## config.mk

```make
export PLATFORM = sky130hd
export DESIGN_NAME = lsu_ctrl
export DESIGN_NICKNAME = d
export VERILOG_FILES = /design/src/rtl/lsu_pkg.sv /design/src/rtl/lsu_align.sv /design/src/rtl/lsu_ctrl.sv
export SDC_FILE = /design/constraint.sdc
export NUM_CORES = 1
export LEC_CHECK = 0
export BUFFER_PORTS_ARGS = -buffer_cell sky130_fd_sc_hd__buf_2
export CELL_PAD_IN_SITES_DETAIL_PLACEMENT = 0
export CELL_PAD_IN_SITES_GLOBAL_PLACEMENT = 1
export CORE_MARGIN = 2
export CORE_UTILIZATION = 33
export CTS_CLUSTER_SIZE = 16
export DETAILED_ROUTE_END_ITERATION = 10
export PLACE_DENSITY = 0.8
export SKIP_CTS_REPAIR_TIMING = 1
export SYNTH_ARGS = -nofsm -noshare
export SYNTH_HDL_FRONTEND = slang
export SYNTH_SLANG_ARGS = --single-unit
export TNS_END_PERCENT = 50
```

## constraint.sdc

```tcl
create_clock -name clk -period 2 [get_ports clk]
set_clock_uncertainty 0.2 [all_clocks]
set_input_delay 0.2 -clock clk [delete_from_list [all_inputs] [get_ports clk]]
set_output_delay 0.2 -clock clk [all_outputs]
set_load 0.01 [all_outputs]
```

## src/rtl/lsu_pkg.sv

```systemverilog
// lsu_pkg: shared types and helpers for the load/store sequencer.
//   lsu_state_t      - sequencer state encoding
//   F3_*             - Funct3 access size/sign codes
//   is_byte/is_half  - classify a Funct3 (undefined codes fall to word)
//   be_of            - store byte-enable pattern for a size and address offset
//   misaligned       - true when the access straddles its natural boundary
package lsu_pkg;

    typedef enum logic [1:0] {
        S_IDLE = 2'd0,
        S_REQ  = 2'd1,
        S_WAIT = 2'd2,
        S_DONE = 2'd3
    } lsu_state_t;

    localparam logic [2:0] F3_B  = 3'b000;
    localparam logic [2:0] F3_H  = 3'b001;
    localparam logic [2:0] F3_W  = 3'b010;
    localparam logic [2:0] F3_BU = 3'b100;
    localparam logic [2:0] F3_HU = 3'b101;

    function automatic logic is_byte(input logic [2:0] f3);
        return (f3 == F3_B) || (f3 == F3_BU);
    endfunction

    function automatic logic is_half(input logic [2:0] f3);
        return (f3 == F3_H) || (f3 == F3_HU);
    endfunction

    function automatic logic [3:0] be_of(input logic [2:0] f3, input logic [1:0] lo);
        if (is_byte(f3))
            return 4'b0001 << lo;
        else if (is_half(f3))
            return 4'b0011 << lo;
        else
            return 4'b1111;
    endfunction

    function automatic logic misaligned(input logic [2:0] f3, input logic [1:0] lo);
        if (is_byte(f3))
            return 1'b0;
        else if (is_half(f3))
            return lo[0];
        else
            return lo != 2'b00;
    endfunction

endpackage

```

## src/rtl/lsu_align.sv

```systemverilog
// lsu_align: combinational byte-lane steering for stores and extraction /
// extension for loads.
//   addr_lo  in   2  byte offset of the access
//   funct3   in   3  access size/sign
//   wrdata   in  32  store data
//   rdata    in  32  word returned by memory
//   be       out  4  store byte enables
//   wdata    out 32  lane-replicated store data
//   ldata    out 32  extended load result
module lsu_align
    import lsu_pkg::*;
(
    input  logic [1:0]  addr_lo,
    input  logic [2:0]  funct3,
    input  logic [31:0] wrdata,
    input  logic [31:0] rdata,
    output logic [3:0]  be,
    output logic [31:0] wdata,
    output logic [31:0] ldata
);

    logic [7:0]  byte_sel;
    logic [15:0] half_sel;

    assign byte_sel = rdata[{addr_lo, 3'b000} +: 8];
    assign half_sel = rdata[{addr_lo[1], 4'b0000} +: 16];
    assign be       = be_of(funct3, addr_lo);

    // Replicating the narrow datum across all lanes lets memory pick it up
    // from whichever lane the byte enables select.
    always_comb begin
        wdata = wrdata;
        if (is_byte(funct3))
            wdata = {4{wrdata[7:0]}};
        else if (is_half(funct3))
            wdata = {2{wrdata[15:0]}};
    end

    always_comb begin
        ldata = rdata;
        case (funct3)
            F3_B:    ldata = {{24{byte_sel[7]}}, byte_sel};
            F3_BU:   ldata = {24'h0, byte_sel};
            F3_H:    ldata = {{16{half_sel[15]}}, half_sel};
            F3_HU:   ldata = {16'h0, half_sel};
            default: ldata = rdata;
        endcase
    end

endmodule

```

## src/rtl/lsu_ctrl.sv

```systemverilog
// lsu_ctrl: load/store sequencer between the MEM stage and a variable-latency
// data-memory port (req/gnt/rvalid). Stalls the pipeline until the access
// completes, rejects misaligned accesses and aborts on timeout.
//   clk, reset                     clock, synchronous active-high reset
//   MemRead, MemWrite, Funct3      decode of the instruction in MEM
//   Addr, WrData                   byte address and store data
//   Stall                          freeze the pipeline front end
//   RdData                         extended load data, valid in DONE only
//   MisalignErr, BusErr            one-cycle error pulses
//   mem_req/we/addr/wdata/be       request side of the memory port
//   mem_gnt/rvalid/rdata           response side of the memory port
//
// state  | meaning
// IDLE   | no access in flight; detect, check alignment, capture request
// REQ    | mem_req high, waiting for mem_gnt
// WAIT   | load granted, waiting for mem_rvalid
// DONE   | access finished; release stall, present RdData / BusErr
module lsu_ctrl
    import lsu_pkg::*;
#(
    parameter int TIMEOUT = 16
) (
    input  logic        clk,
    input  logic        reset,
    input  logic        MemRead,
    input  logic        MemWrite,
    input  logic [2:0]  Funct3,
    input  logic [31:0] Addr,
    input  logic [31:0] WrData,
    output logic        Stall,
    output logic [31:0] RdData,
    output logic        MisalignErr,
    output logic        BusErr,
    output logic        mem_req,
    output logic        mem_we,
    output logic [31:0] mem_addr,
    output logic [31:0] mem_wdata,
    output logic [3:0]  mem_be,
    input  logic        mem_gnt,
    input  logic        mem_rvalid,
    input  logic [31:0] mem_rdata
);

    localparam int CW = $clog2(TIMEOUT + 1);

    lsu_state_t    state;
    logic [CW-1:0] cnt;
    logic [31:0]   cap_addr;
    logic [31:0]   cap_wdata;
    logic [2:0]    cap_f3;
    logic          cap_we;
    logic [31:0]   rd_q;
    logic          buserr_q;

    logic          access;
    logic          misal;
    logic          start;
    logic          timeout_hit;
    logic [3:0]    al_be;
    logic [31:0]   al_wdata;
    logic [31:0]   al_ldata;

    assign access      = MemRead | MemWrite;
    assign misal       = misaligned(Funct3, Addr[1:0]);
    assign start       = (state == S_IDLE) && access && !misal;
    // Last REQ/WAIT cycle allowed before abort; a completion in that same
    // cycle still wins.
    assign timeout_hit = (cnt == CW'(TIMEOUT - 1));

    lsu_align u_align (
        .addr_lo (cap_addr[1:0]),
        .funct3  (cap_f3),
        .wrdata  (cap_wdata),
        .rdata   (mem_rdata),
        .be      (al_be),
        .wdata   (al_wdata),
        .ldata   (al_ldata)
    );

    always_ff @(posedge clk) begin
        if (reset) begin
            state     <= S_IDLE;
            cnt       <= '0;
            cap_addr  <= '0;
            cap_wdata <= '0;
            cap_f3    <= '0;
            cap_we    <= 1'b0;
            rd_q      <= '0;
            buserr_q  <= 1'b0;
        end else begin
            case (state)
                S_IDLE: begin
                    rd_q     <= '0;
                    buserr_q <= 1'b0;
                    if (start) begin
                        cap_addr  <= Addr;
                        cap_wdata <= WrData;
                        cap_f3    <= Funct3;
                        cap_we    <= MemWrite;
                        cnt       <= '0;
                        state     <= S_REQ;
                    end
                end
                S_REQ: begin
                    cnt <= cnt + 1'b1;
                    if (mem_gnt) begin
                        state <= cap_we ? S_DONE : S_WAIT;
                    end else if (timeout_hit) begin
                        state    <= S_DONE;
                        buserr_q <= 1'b1;
                        rd_q     <= '0;
                    end
                end
                S_WAIT: begin
                    cnt <= cnt + 1'b1;
                    if (mem_rvalid) begin
                        rd_q  <= al_ldata;
                        state <= S_DONE;
                    end else if (timeout_hit) begin
                        state    <= S_DONE;
                        buserr_q <= 1'b1;
                        rd_q     <= '0;
                    end
                end
                S_DONE: begin
                    rd_q     <= '0;
                    buserr_q <= 1'b0;
                    state    <= S_IDLE;
                end
                default: state <= S_IDLE;
            endcase
        end
    end

    // Stall rises in the detect cycle so the instruction holds in MEM while
    // the request is launched from the captured copy.
    assign Stall       = start || (state == S_REQ) || (state == S_WAIT);
    assign MisalignErr = (state == S_IDLE) && access && misal;
    assign BusErr      = (state == S_DONE) && buserr_q;
    assign RdData      = (state == S_DONE) ? rd_q : 32'h0;

    assign mem_req     = (state == S_REQ);
    assign mem_we      = mem_req && cap_we;
    assign mem_addr    = mem_req ? {cap_addr[31:2], 2'b00} : 32'h0;
    assign mem_be      = mem_we ? al_be : 4'h0;
    assign mem_wdata   = mem_we ? al_wdata : 32'h0;

endmodule
```

==> results.toml <==
[global_routing]
grt_first_pass_wirelength_mm = 29.7
grt_max_degree = 77
use_met3 = 0.0643
overflow = 0
grt_util_met1 = 0.246
grt-busiest-layer = "met2"
met2_usage = 0.303
antenna_found_initial = 0
grt_pass1_vias = 5547
grt_util_all_layers = 0.188

[layout]
design_area_um2 = 9150
final_cell_mix = "206 x buf_2, 110 x nor2_1, 99 x dfxtp_1"
num-nets-final = 1134
nFillCells = 1711
antenna_cells = 0
area_delta_synth_final_pct = 49.7
layout.cells.most_common = "buf_2"
layout.area.seq_um2 = 2180
drive_gt1_frac = 0.340
multi_input_comb_area_um2 = 3720
final_core_utilization = 0.506

[yosys]
synth_compound_area_frac = 0.187
synth_top_area_cell = "dfxtp_1"
syn_avg_cell_area_um2 = 8.50
syn_inst = 719
synth_top_family_by_area = "simple AND/OR/NAND/NOR gates"
synthMuxAreaShare = 0.162
synth.area.top_cells = "dfxtp_1 35%, mux2i_1 15%, nor2_1 6.9%, and2_1 6.7%, a21oi_1 3.4%"
synth_fa_ha_area_frac = 0.0225
synth_edf_count = 0
syn_area_um2 = 6110
yosysSeqAreaShare = 0.354
synth_xor_area_frac = 0
synthSimpleGateAreaFrac = 0.207
synth_ff_type = "dfxtp_1"
netlist.area_leader.share = 0.354
synth-seq-cells = 108
yosys_warnings = 0
synthArstFlopShare = 0
synth_cell_types = 54

[worst_setup_path]
start_kind = "register"
rr_startpoint = "state[1]$_SDFFE_PP0P_"
cp_data_arrival_time_ns = 1.61
r2r_end = "cap_addr[9]$_SDFFE_PP0P_"
path_max_fanout = 3
cp-end-kind = "output port"
cp_data_required_time_ns = 1.60
worstSetupStartpoint = "state[1]$_SDFFE_PP0P_"
reg2regPathDepth = 8
crit_type = "register to output port"
rrSetupSlack_ns = 0.04
endpoint = "Stall"

[detailed_routing]
wl_per_cell_um = 16.5
antenna_left = 0
drc_errors = 13
drtIter0Drc = 390
dr_total_vias = 6252
wl_mm = 20.7
vias_per_cell = 4.99
drtPass1Iterations = 8

[timing]
fin_crit_sh = 1.00
setup_viol = 1
hold_ws_ns = -0.0161
hold_violations = 3
rsz0062_at_grt = "true"
period_needed_ns = 2.01
fmax_ghz = 0.498
timing.final.max_slew_violations = 0
timing.final.ws_setup_ns = -0.00883

[clocking]
h-tree-depth = 3
clk_path_buf_depth = 2
clk_pin_slew_ns = 0.08
tritoncts = "built"
clock_latency_ns = 0.37
clock-sinks = 108
cts-root-buf = "clkbuf_16"
cts_buffers = 9

[outcome]
violations = "DRC, hold timing, setup timing"
status = "finished with violations"

[floorplanning]
core_um2 = 18100
start_util = 0.338
dieArea_um2 = 19600
die_h_um = 140
ioPinCount = 210
dieWidth_um = 140
rows = 49

[run]
maxCapViolations = 0

[placement]
place_area_um2 = 7620
place_congestion = 0.852
hpwl_mm = 13.6
portBuffers = 207

[power]
p_leak_nw = 4.36
vdd_drop_max_mv = 0.679
powerDensity_nw_per_um2 = 867

[min_path]
hold_path_class = "primary input to register"
==> registers in the layout, summed over array words and instances (netlist names) <==
register,cells
cap_addr,32
cap_wdata,32
rd_q,32
cnt,5
cap_f3,3
state,2
buserr_q,1
cap_we,1
==> layer usage <==
layer	vias up	part of all wire
met5	-	0
met4	0	0.010
met3	15	0.072
met2	209	0.48
met1	2923	0.44
li1	3105	-
==> synthesized netlist by cell type, types with 2 or more instances <==
cell and number:
buf_4 6, and3_1 9, and2_1 65, buf_2 10, ha_1 11, nor2_1 113, o21ai_1 7, dfxtp_1 108
a211oi_1 19, a31oi_1 2, nor2b_1 8, inv_1 23, o2bb2ai_1 8, o221ai_1 7, a22oi_1 17, nor3b_1 8
nor3_1 2, a31o_1 6, nand2b_1 4, mux2i_1 90, o21a_1 8, buf_6 8, nor4_1 7, nand2_1 33
a21oi_1 41, clkbuf_1 30, nand3_1 2, buf_1 4, o31ai_1 2, mux2_2 6, a221oi_2 7, o21ai_0 22
a311oi_1 4, o211ai_1 2
==> through the flow <==
stage	power [mW]	hold WS [ns]	setup WS [ns]	TNS [ns]	cells
3_3_place_gp	5.47	0.227	0.0857	0	1142
4_1_cts	7.47	-0.153	-0.275	-7.95	1158
3_5_place_dp	5.49	0.236	0.0215	0	1142
6_report	7.93	-0.0161	-0.00883	-0.00883	1252
5_1_grt	8.38	0.00342	-0.0597	-0.469	1252
2_1_floorplan	4.51	0.144	-0.00393	-0.0353	720
==> cell type report <==
cell class	instances	area share
flip-flops and latches	108	0.239
well taps	229	0.0313
multi-input cells	529	0.407
clock buffers	9	0.0246
inverters	24	0.0104
repair buffers	346	0.276
clock inverters	7	0.0116
==> logic make-up (layout without fill, tap and decap cells) <==
logic type / Yosys count / in the layout
and+or+nand+nor: 258 / 258
AOI/OAI and AO/OA: 161 / 161
DFF: 108 / 108
muxes: 97 / 97
buffers and inverters: 83 / 386
adders and majority gates: 11 / 11
other: 1 / 2
==> where the power goes <==
group	total, mW	internal [mW]	switching (mW)
Combinational	3.30	1.59	1.71
Clock	1.97	1.02	0.953
Sequential	2.66	2.44	0.225
Total	7.93	5.04	2.89
==> worst max-delay path: stages (launching register included) <==
cell     delay [ns]
dfxtp_2        0.35
inv_4          0.08
ha_4           0.15
o21ai_2        0.06
or3_4          0.41
nand2_2        0.10
buf_6          0.10
==> worst min-delay path by stage <==
| stage | startpoint | to | slack (ns) | cells past startpoint |
|---|---|---|---|---|
| after global routing | mem_rdata[13] | rd_q[13]$_SDFFE_PP0P_ | 0.003 | 3 |
| final | mem_rdata[15] | rd_q[15]$_SDFFE_PP0P_ | -0.02 | 3 |
| after global placement | WrData[7] | cap_wdata[7]$_SDFFE_PP0P_ | 0.23 | 3 |
| after CTS | Addr[8] | cap_addr[8]$_SDFFE_PP0P_ | -0.15 | 3 |
| after detailed placement | WrData[29] | cap_wdata[29]$_SDFFE_PP0P_ | 0.24 | 3 |
| after floorplan | Addr[0] | cap_addr[0]$_SDFFE_PP0P_ | 0.14 | 2 |
Note: power is estimated with default switching activity, not from simulation.
